===== src/rtl/power_pkg.sv =====
// Shared state encoding, idle mux select and rail pass rule for the power sequencer.
package power_pkg;

    typedef enum logic [2:0] {
        ST_OFF      = 3'd0,
        ST_CHECK    = 3'd1,
        ST_ON       = 3'd2,
        ST_COOLDOWN = 3'd3,
        ST_LOCKOUT  = 3'd4
    } pwr_state_t;

    localparam logic [2:0] SEL_IDLE = 3'b111;

    // Even rails must read high, odd rails must read low.
    function automatic logic expected_level(input logic [2:0] chan);
        return ~chan[0];
    endfunction

endpackage


===== src/rtl/pm_timer.sv =====
// Loadable down-counter: after a load of V, o_done is high for one cycle V cycles later
// (on the (V+1)-th cycle after the load edge), then the timer idles until reloaded.
module pm_timer #(
    parameter int WIDTH = 10
) (
    input  logic             clk,
    input  logic             reset,
    input  logic             i_load,
    input  logic [WIDTH-1:0] i_load_val,
    output logic             o_done
);

    logic [WIDTH-1:0] r_count;
    logic             r_armed;

    // Count down from the loaded value; disarm once zero has been reported.
    always_ff @(posedge clk) begin
        if (reset) begin
            r_count <= {WIDTH{1'b0}};
            r_armed <= 1'b0;
        end else if (i_load) begin
            r_count <= i_load_val;
            r_armed <= 1'b1;
        end else if (r_armed) begin
            if (r_count == {WIDTH{1'b0}}) begin
                r_armed <= 1'b0;
            end else begin
                r_count <= r_count - WIDTH'(1);
            end
        end
    end

    assign o_done = r_armed && (r_count == {WIDTH{1'b0}});

endmodule


===== src/rtl/power_sequencer.sv =====
// Rail-check sequencer: walks the monitor mux through every rail before closing the kill
// switch, rescans while powered, and retries with cooldown before locking out on faults.
module power_sequencer #(
    parameter int NUM_CHANNELS    = 7,
    parameter int SETTLE_CYCLES   = 1024,
    parameter int COOLDOWN_CYCLES = 25_000_000,
    parameter int MAX_RETRIES     = 3
) (
    input  logic       clk,
    input  logic       reset,
    input  logic       power_on_req,
    input  logic       power_off_req,
    input  logic       clear_fault,
    input  logic       data,
    output logic [2:0] sel,
    output logic       kill_sw,
    output logic [2:0] state,
    output logic       fault,
    output logic [2:0] fault_chan,
    output logic [1:0] retry_cnt
);
    import power_pkg::*;

    localparam int SETTLE_W = (SETTLE_CYCLES > 1) ? $clog2(SETTLE_CYCLES) : 1;
    localparam int COOL_W   = (COOLDOWN_CYCLES > 1) ? $clog2(COOLDOWN_CYCLES) : 1;
    localparam logic [SETTLE_W-1:0] SETTLE_LOAD = SETTLE_W'(SETTLE_CYCLES - 1);
    localparam logic [COOL_W-1:0]   COOL_LOAD   = COOL_W'(COOLDOWN_CYCLES - 1);
    localparam logic [2:0]          LAST_CHAN   = 3'(NUM_CHANNELS - 1);

    pwr_state_t r_state;
    logic [2:0] r_sel;
    logic [2:0] r_chan;
    logic [2:0] r_fault_chan;
    logic       r_kill_sw;
    logic       r_fault;
    logic [1:0] r_retry_cnt;

    logic       w_scan;
    logic       w_pass;
    logic       w_settle_done;
    logic       w_cool_done;
    logic       w_start_check;
    logic       w_settle_load;
    logic       w_cool_load;
    logic [1:0] w_retry_next;
    logic       w_lock_next;

    assign w_scan        = (r_state == ST_CHECK) || (r_state == ST_ON);
    assign w_pass        = (data == expected_level(r_chan));
    assign w_start_check = ((r_state == ST_OFF) && power_on_req) ||
                           ((r_state == ST_COOLDOWN) && w_cool_done);
    // Reloading on every sample restarts the settle window on each sel change; stray loads
    // outside scanning are harmless because the FSM ignores timer events there.
    assign w_settle_load = (w_scan && w_settle_done) || w_start_check;
    assign w_cool_load   = w_scan && w_settle_done && !w_pass;
    assign w_retry_next  = r_retry_cnt + 2'd1;
    assign w_lock_next   = (32'(w_retry_next) >= MAX_RETRIES);

    pm_timer #(.WIDTH(SETTLE_W)) u_settle (
        .clk        (clk),
        .reset      (reset),
        .i_load     (w_settle_load),
        .i_load_val (SETTLE_LOAD),
        .o_done     (w_settle_done)
    );

    pm_timer #(.WIDTH(COOL_W)) u_cooldown (
        .clk        (clk),
        .reset      (reset),
        .i_load     (w_cool_load),
        .i_load_val (COOL_LOAD),
        .o_done     (w_cool_done)
    );

    // Sequencer FSM with registered mux select, kill switch and fault bookkeeping.
    always_ff @(posedge clk) begin
        if (reset) begin
            r_state      <= ST_OFF;
            r_sel        <= SEL_IDLE;
            r_chan       <= 3'd0;
            r_kill_sw    <= 1'b0;
            r_fault      <= 1'b0;
            r_fault_chan <= 3'd0;
            r_retry_cnt  <= 2'd0;
        end else if (power_off_req && (r_state != ST_LOCKOUT)) begin
            r_state     <= ST_OFF;
            r_sel       <= SEL_IDLE;
            r_chan      <= 3'd0;
            r_kill_sw   <= 1'b0;
            r_retry_cnt <= 2'd0;
        end else begin
            case (r_state)
                ST_OFF: begin
                    if (clear_fault) r_fault <= 1'b0;
                    if (power_on_req) begin
                        r_state <= ST_CHECK;
                        r_chan  <= 3'd0;
                        r_sel   <= 3'd0;
                    end
                end
                ST_CHECK, ST_ON: begin
                    if (w_settle_done && !w_pass) begin
                        r_kill_sw    <= 1'b0;
                        r_fault      <= 1'b1;
                        r_fault_chan <= r_chan;
                        r_retry_cnt  <= w_retry_next;
                        r_sel        <= SEL_IDLE;
                        r_chan       <= 3'd0;
                        r_state      <= w_lock_next ? ST_LOCKOUT : ST_COOLDOWN;
                    end else begin
                        if (clear_fault) r_fault <= 1'b0;
                        if (w_settle_done) begin
                            if (r_chan == LAST_CHAN) begin
                                r_chan <= 3'd0;
                                r_sel  <= 3'd0;
                                if (r_state == ST_CHECK) begin
                                    r_state   <= ST_ON;
                                    r_kill_sw <= 1'b1;
                                end else begin
                                    r_retry_cnt <= 2'd0;
                                end
                            end else begin
                                r_chan <= r_chan + 3'd1;
                                r_sel  <= r_chan + 3'd1;
                            end
                        end
                    end
                end
                ST_COOLDOWN: begin
                    if (clear_fault) r_fault <= 1'b0;
                    if (w_cool_done) begin
                        r_state <= ST_CHECK;
                        r_chan  <= 3'd0;
                        r_sel   <= 3'd0;
                    end
                end
                ST_LOCKOUT: begin
                    if (clear_fault) begin
                        r_state     <= ST_OFF;
                        r_fault     <= 1'b0;
                        r_retry_cnt <= 2'd0;
                    end
                end
                default: begin
                    r_state   <= ST_OFF;
                    r_sel     <= SEL_IDLE;
                    r_kill_sw <= 1'b0;
                end
            endcase
        end
    end

    assign sel        = r_sel;
    assign kill_sw    = r_kill_sw;
    assign state      = r_state;
    assign fault      = r_fault;
    assign fault_chan = r_fault_chan;
    assign retry_cnt  = r_retry_cnt;

endmodule

===== config.mk =====
export PLATFORM = sky130hd
export DESIGN_NAME = power_sequencer
export DESIGN_NICKNAME = d
export VERILOG_FILES = /design/src/rtl/power_pkg.sv /design/src/rtl/pm_timer.sv /design/src/rtl/power_sequencer.sv
export SDC_FILE = /design/constraint.sdc
export NUM_CORES = 1
export LEC_CHECK = 0
export ABC_AREA = 1
export CORE_ASPECT_RATIO = 0.8
export CORE_MARGIN = 5
export CORE_UTILIZATION = 60
export CTS_CLUSTER_DIAMETER = 30
export DETAILED_ROUTE_END_ITERATION = 8
export PLACE_DENSITY = 0.77
export SLEW_MARGIN = 20
export SYNTH_ARGS = -nofsm -noshare
export SYNTH_HDL_FRONTEND = slang
export SYNTH_SLANG_ARGS = --single-unit

===== constraint.sdc =====
create_clock -name clk -period 3.9 [get_ports clk]
set_input_delay 0.585 -clock clk [delete_from_list [all_inputs] [get_ports clk]]
set_output_delay 0.585 -clock clk [all_outputs]
set_load 0.02 [all_outputs]

After elaboration in Yosys (flattened, before gate mapping)
Cells that the tools add are included.
{ "totals": {"reg_bits": 53, "in_bits": 6, "output_inout_bits": 13, "word_cells": 115} }
{ "classes": {"add_sub_neg": 4, "order_cmp": 1, "n_eq_ne": 16, "mux": 43, "bitwise": 5, "reduce_logical": 34} }
{ "op_table": {"columns": ["cell", "n"], "rows": [
  ["2-to-1 mux 25 bit", 3],
  ["2-to-1 mux 3 bit", 14],
  ["2-to-1 mux 10 bit", 3],
  ["logical NOT 25 bit", 1],
  ["subtractor 25 x 1 -> 25 bit, second input constant", 1],
  ["case mux 3 bit (4 select lines)", 2],
  ["!= test 3 bit, second input constant", 5],
  ["2-to-1 mux 1 bit", 12],
  ["AND reduction 4 bit", 3],
  ["logical NOT 10 bit", 1],
  ["2-to-1 mux 2 bit", 5],
  ["subtractor 10 x 1 -> 10 bit, second input constant", 1],
  ["case mux 3 bit (3 select lines)", 1],
  ["logical AND 1 bit", 8],
  ["AND reduction 2 bit", 4],
  ["nonzero test 2 bit", 4],
  ["== test 3 x 2 -> 1 bit, second input constant", 2],
  ["== test 3 bit, second input constant", 2],
  ["!= test 2 bit, second input constant", 3],
  ["AND reduction 6 bit", 1],
  ["OR reduction 2 bit", 3],
  ["inverter 1 bit", 5],
  ["AND reduction 5 bit", 1],
  ["!= test 2 x 1 -> 1 bit, second input constant", 2],
  ["13 further kinds", 16]
]} }

Depth between registers and ports, before layout
Gate-level depths: netlist (run 1).
{ "logic_depth": {"word_depth": 7, "depth_mapped": 15, "ltp_nobuf": 14} }

By module
A second synthesis (run 1) with hierarchy kept.
{ "unflattened": {"cells_unflattened": 610, "hier_area_um2": 3741.1} }
{ "modules_own_cells": {"columns": ["mod", "instances", "cells_each", "area_each_um2", "seq_area_each_um2"], "rows": [
  ["pm_timer at u_cooldown", 1, 325, 1936.9, 520.5],
  ["power_sequencer", 1, 154, 1003.5, 320.3],
  ["pm_timer at u_settle", 1, 131, 800.8, 220.2]
]} }

Worst setup path before layout (run 1)
Ideal clock, no wire load.
{ "synth_timing": {"path_type": "reg-to-reg", "startpoint": "reg u_cooldown.r_count[0]", "endpoint": "reg r_sel[0], in the netlist sel[0]", "setup_time_ns": 0.126, "t_arrival_ns": 1.575, "required_ns": 3.774, "path_slack_ns": 2.199, "stages_incl_launch_ff": 13, "path_buffers": 1, "synth_period_minus_slack_ns": 1.701, "path_cell_list": "dfxtp_1 inv_1 ha_1 nand2_1 nor2_4 nand2_4 nor2_4 nand3_1 nand2_2 buf_6 nand3_1 nand2_1 nand2_1"} }
{ "synth_via": {"elab_chain_cells": 4} }
{ "synth_lines": {"columns": ["item", "line", "rtl"], "rows": [
  ["start, declared", "pm_timer.sv:13", "logic [WIDTH-1:0] r_count;"],
  ["start signal, assigned", "pm_timer.sv:19", "r_count <= {WIDTH{1'b0}};"],
  ["start signal, assigned", "pm_timer.sv:22", "r_count <= i_load_val;"],
  ["start signal, assigned", "pm_timer.sv:28", "r_count <= r_count - WIDTH'(1);"],
  ["logical NOT 25 bit", "pm_timer.sv:33", "assign o_done = r_armed && (r_count == {WIDTH{1'b0}});"],
  ["logical AND 1 bit", "pm_timer.sv:33", null],
  ["!= test 2 bit (no line)", null, null],
  ["AND reduction 4 bit (no line)", null, null],
  ["end signal, assigned", "power_sequencer.sv:124", "r_sel <= r_chan + 3'd1;"],
  ["end, declared", "power_sequencer.sv:31", "logic [2:0] r_sel;"]
]} }
Every way passes these cells.
A chain may end at the register's enable or synchronous reset.

Worst setup path in the final report (run 1)
{ "layout_timing": {"startpoint": "reg u_cooldown.r_count[0]", "endpoint": "reg u_cooldown.r_count[2]"} }
{ "layout_via": {"elab_chain_cells": 4, "word_cells_on_any_way": 7, "cone_classes": "1 x add/sub; 1 x eq/ne; 3 x mux; 2 x reduce/logical"} }
{ "layout_lines": {"columns": ["item", "line", "rtl"], "rows": [
  ["subtractor 25 x 1 -> 25 bit", "pm_timer.sv:28", null],
  ["2-to-1 mux 25 bit", "pm_timer.sv:25", "if (r_count == {WIDTH{1'b0}}) begin"],
  ["2-to-1 mux 25 bit", "pm_timer.sv:24", "end else if (r_armed) begin"],
  ["2-to-1 mux 25 bit", "pm_timer.sv:21", "end else if (i_load) begin"]
]} }
Several ways; a longest one is shown, not always the timed one. The select of a mux whose other input is x is not followed.

==> results of run 1 <==
power by group:
group | total [mW] | internal [mW] | switching, mW
sequential | 0.609 | 0.576 | 0.0335
clock | 0.340 | 0.131 | 0.209
combinational | 0.357 | 0.121 | 0.236
total | 1.31 | 0.828 | 0.478
placed cells by master, fill, tap and decap left out, types with 5 or more instances in the layout:
master,instances
nand2_2,5
nor2_1,68
clkdlybuf4s50_1,18
nor3_1,7
inv_1,64
xor2_1,6
nor2_4,5
nand2_1,121
clkbuf_8,5
dfxtp_1,53
o21ai_0,25
nor2_2,13
a21oi_1,26
xnor2_1,5
a31oi_1,7
nand3_1,34
nand4_1,13
o211ai_1,5
critical path: cells and delay by family (launching register included):
family,cells,cell delay [ps]
buffers and inverters,2,420
flip-flops,1,390
AO/OA/AOI/OAI,2,330
AND/OR/NAND/NOR,5,790
adder cells (fa/ha/maj),1,300
area by class of cell:
cell class                      instances  area, um^2
Timing Repair Buffer                   18         180
Multi-Input combinational cell        367        1840
Inverter                               68         256
Clock buffer                            5        68.8
Clock inverter                          3        26.3
Sequential cell                        53        1060
Fill cell                             504        1860
Tap cell                               65        81.3
per-layer routing:
| metal | global-route usage (%) | up-vias | part of all wire, % |
|---|---|---|---|
| met3 | 3.65 | 8 | 6.7 |
| met2 | 36.1 | 120 | 44 |
| met5 | 0 | - | 0 |
| met4 | 4.90 | 0 | 0.92 |
| met1 | 34.0 | 1486 | 49 |
| li1 | - | 1631 | - |
state kept, by name (all words and copies together) (netlist names):
name / cells
u_cooldown.r_count: 25
u_settle.r_count: 10
fault_chan: 3
r_chan: 3
sel: 3
state: 3
retry_cnt: 2
fault: 1
kill_sw: 1
u_cooldown.r_armed: 1
u_settle.r_armed: 1
cells by family (layout without fill, tap and decap cells):
| kind of cell | after synthesis | count (layout) | synth area share [%] |
|---|---|---|---|
| compound gates | 74 | 74 | 13.1 |
| fa+ha+maj | 4 | 4 | 1.53 |
| simple gates | 278 | 278 | 38.9 |
| xor+xnor | 11 | 11 | 2.95 |
| buf+inv | 80 | 94 | 11.0 |
| flops | 53 | 53 | 32.5 |
how the worst max path moves through the flow:
stage	from	end	slack, ps	cells after the start
after floorplan	u_cooldown.r_count[0]	sel[0]	2200	12
after detailed placement	reset	u_cooldown.r_count[7]	1320	4
after global routing	u_cooldown.r_count[0]	u_cooldown.r_count[0]	1300	11
final	u_cooldown.r_count[0]	u_cooldown.r_count[2]	1520	10
after global placement	reset	u_cooldown.r_count[6]	1420	4
after CTS	u_cooldown.r_count[0]	u_cooldown.r_count[2]	1550	10
metrics by stage:
stage                     instances  area (um^2)
after global placement          571         3420
after global routing            579         3520
after CTS                       579         3520
after floorplan                 500         3260
final                           579         3520
after detailed placement        571         3420
==> results.yml, run 1 <==
route:
  route.detailed.drc: 0
  ant_nets: 0
  vias: 3245
  post_drt_wl_per_cell_um: 14.0
  viasPerCell: 5.60
  routed_wl_um: 8090
  dr.pass1.iters: 5
  drtIter0Drc: 289
setup_path:
  worstPathArrival_ps: 2570
  end_kind: "flop"
  cp_common_cell: "nor2_4"
  rrSetupSlack_ps: 1520
  path_cells: "inv_1, ha_1, nand2_1, nor2_4, nand2_4, nor2_4, nor2_4, inv_1, o21ai_0, a31oi_1"
  crit_type: "reg -> reg"
  reg2reg_to: "u_cooldown.r_count[2]"
  slowest_delay_ps: 440
  rr_startpoint: "u_cooldown.r_count[0]"
  cp.required_ps: 4100
  reg2reg_depth: 10
  crit_path_top_delay_cell: "nor2_4"
  startpoint_type: "flop"
  path_max_fanout: 21
placed_design:
  pre_cts_slack_ps: 1320
  portBuffers: 18
  globalplace.congestion: 0.912
  dpl.hpwl_um: 5970
die:
  start_util_pct: 60.7
  die-area_um2: 7030
  fp-row-count: 24
  boundaryPins: 19
  dieWidth_um: 92.5
  die_y_um: 76.0
  coreArea_um2: 5380
global_routing:
  grt_use_total_pct: 23.3
  grt_overflow: 0
  grt_max_degree: 22
  grt_pass1_wl_um: 13500
  grt_antenna_before_repair: 0
  grt_pass1_vias: 2891
sta:
  finalHoldViolations: 0
  slew_headroom_pct: 57.3
  worstMarginPinSlew_ps: 638
  rsz0062_at_grt: "no"
  finalCriticalPeriod_ps: 2380
  period_share_pct: 60.9
  setup_ws_ps: 1520
  setup_violations: 0
  fin_hold_ws_ps: 498
  setup_tns_ps: 0
  skew_ps: 11.0
  fmax_mhz: 421
  drv_slew: 0
logic_synthesis:
  async_reset_ff_share_pct: 0
  ys_seq_area_share_pct: 32.5
  yosysWarnings: 0
  syn-instance-count: 500
  synth_area_per_cell_um2: 6.53
  netlist.area_leader.share_pct: 32.5
  netlist_area_um2: 3260
  netlist-cell-type-count: 35
  synth_fp_nets: 510
  ys.flop_type: "dfxtp_1"
  synth_area_leaders: "dfxtp_1 (33%), nand2_1 (14%), nor2_1 (7.8%)"
  synthTopCellsByCount: "nand2_1 (121), nor2_1 (68), inv_1 (64)"
  synth_area_leader_cell: "dfxtp_1"
  synth_edf_count: 0
  synth_most_common_cell: "nand2_1"
  synth-seq-cells: 53
layout:
  finish.utilization_pct: 65.4
  finalNetCount: 523
  antenna-diode-count: 0
  drive_above_1_share_pct: 9.14
  area_growth_pct: 7.74
clock_tree:
  clk_pin_slew_ps: 110
  cts_max_level: 2
  cts_setup_buffers: 0
  cts.sinks: 53
  insertion_delay_ps: 330
  cts_hold_buf: 0
  cts_tree: "yes"
  cts_made_buffers: 5
  cts_resized: 0
  cts_root_buf: "clkbuf_8"
  cts_buffer_depth: 2
pwr:
  finalPower_mw: 1.31
  peakVddDrop_mv: 0.269
  p_leak_nw: 1.68
  power_density_nw_per_um2: 372
worst_hold_path:
  hold_depth: 2
  holdPathEnd: "fault"
  worst_hold_startpoint: "fault"
  hp-class: "reg -> reg"
job:
  drv_cap: 0
outcome:
  status: "complete, no violations"
(Power assumes the default switching activity.)
==> run 2: changes to the inputs <==
CORE_UTILIZATION = 54   (was 60)
PLACE_DENSITY = 0.73   (was 0.77)
clock period = 2.07 ns   (was 3.9 ns; I/O delays follow)
==> run 2 against run 1 <==
Non-clock buffer count rose by 16. First-iteration DRC count is 1.4% lower. Cell count rose by 5.5%. Clock-buffer cell count unchanged. Global-route usage shrank 1.6 points. Worst hold slack got worse by 15 ps. Core utilization fell by 2.6 points.
==> results.yml, run 2 (synthesis gave the netlist of run 1 again) <==
outcome:
  status: "complete, no violations"
clock_tree:
  cts_root_buf: "clkbuf_8"
  cts_tree: "yes"
  clk_pin_slew_ps: 100
  cts.sinks: 53
  cts_max_level: 2
  insertion_delay_ps: 300
  cts_setup_buffers: 0
  cts_made_buffers: 5
  cts_hold_buf: 0
  cts_buffer_depth: 2
setup_path:
  path_cells: "inv_1, ha_2, nand2_1, nor2_4, nand2_4, nor2_4, nor2_4, buf_12, a21oi_1, buf_4, nand2_1, nand3_1, nand2_1, inv_1"
  worstPathArrival_ps: 2130
  crit_path_top_delay_cell: "dfxtp_1"
  slowest_delay_ps: 320
  reg2reg_to: "u_cooldown.r_count[21]"
  cp.required_ps: 2330
  crit_type: "reg -> reg"
  startpoint_type: "flop"
  reg2reg_depth: 14
  path_buf_inv: 4
  rr_startpoint: "u_cooldown.r_count[0]"
  end_kind: "flop"
  cp-endpoint: "u_cooldown.r_count[21]"
  cp.depth: 14
  rrSetupSlack_ps: 200
  crit_family: "simple AND/OR/NAND/NOR gates"
  startpoint: "u_cooldown.r_count[0]"
  path_max_fanout: 21
layout:
  top_register: "u_cooldown.r_count"
  area_growth_pct: 13.3
  top_regs: "u_cooldown.r_count (25), u_settle.r_count (10)"
  largest_reg_flops: 25
  layout_common_cells: "nand2_1 (121), nor2_1 (67), inv_1 (62), dfxtp_1 (53), nand3_1 (34)"
  antenna-diode-count: 0
  layout_commonest_cell: "nand2_1"
  drive_above_1_share_pct: 12.6
  finish.utilization_pct: 62.9
  finalNetCount: 539
  final_area_um2: 3700
placed_design:
  place_area_um2: 3590
  dpl.hpwl_um: 6100
  pre_cts_slack_ps: 18.4
  portBuffers: 18
  globalplace.congestion: 0.946
die:
  start_util_pct: 55.5
  die_y_um: 79.5
  boundaryPins: 19
  die-area_um2: 7710
  coreArea_um2: 5880
  fp-row-count: 25
  dieWidth_um: 96.9
pwr:
  power_density_nw_per_um2: 661
  p_leak_nw: 1.76
  peakVddDrop_mv: 0.500
worst_hold_path:
  hp-class: "reg -> reg"
sta:
  drv_slew: 0
  finalCriticalPeriod_ps: 1870
  slew_headroom_pct: 69.4
  fmax_mhz: 535
  period_share_pct: 90.3
  setup_ws_ps: 201
  rsz0062_at_grt: "no"
  skew_ps: 3.37
  fin_hold_ws_ps: 483
  setup_violations: 0
  worstMarginPinSlew_ps: 458
  finalHoldViolations: 0
  setup_tns_ps: 0
route:
  routed_wl_um: 7910
  route.detailed.drc: 0
  dr.pass1.iters: 6
  post_drt_wl_per_cell_um: 12.9
  vias: 3267
  viasPerCell: 5.35
  ant_nets: 0
  drtIter0Drc: 285
global_routing:
  grt_overflow: 0
  grt_use_total_pct: 21.6
  grt_pass1_wl_um: 14000
  grt_antenna_before_repair: 0
  grt_max_degree: 22
  grt_pass1_vias: 2937
job:
  drv_cap: 0
run 2: changes by cell type in the layout (fill, tap and decap cells not counted), sizes merged:
cell,previous run,this run
clkinvlp,0,2
buf,0,16
inv,68,66
run 2: worst min-delay path by stage:
stage / start / to / slack (ps) / depth (start not counted)
2_1_floorplan: r_chan[2] / fault_chan[2] / 450 / 2
3_3_place_gp: fault / fault / 460 / 2
3_5_place_dp: fault / fault / 470 / 2
4_1_cts: fault / fault / 490 / 2
5_1_grt: fault / fault / 510 / 2
6_report: fault / fault / 480 / 2
run 2: what timing repair did:
item,4_1_cts,5_1_grt
endpoints found under the setup margin,0,16
gates resized for setup,0,9
hold endpoints to repair,0,0
run 2: worst min-delay path, delay by kind of cell, from the launching register on:
family / cells / cell delay [ps]
AO/OA/AOI/OAI: 1 / 50
flip-flops: 1 / 330
AND/OR/NAND/NOR: 1 / 60
run 2: routing by layer:
metal  part of all wire, %  GRT usage [%]
met1                    51           33.0
met2                    40           31.6
met3                   7.8           4.28
met4                  0.82           3.51
met5                     0              0
run 2: final cells by class:
class	count	area [um^2]
Multi-Input combinational cell	367	1860
Fill cell	586	2180
Inverter	68	260
Timing Repair Buffer	34	325
Clock inverter	3	17.5
Sequential cell	53	1060
Tap cell	81	101
Clock buffer	5	68.8
run 2: through the flow:
step	total power, mW	instances
floorplan	1.67	500
global placement	1.85	603
detailed placement	1.86	603
CTS	2.45	611
global route	2.62	611
finish	2.44	611
run 2: power by group:
group          switching (mW)  leakage [nW]  internal (mW)  total [mW]
logic                   0.444          1.29          0.260       0.704
clock network           0.355        0.0439          0.235       0.589
registers              0.0645         0.431           1.08        1.15
total                   0.863          1.76           1.58        2.44
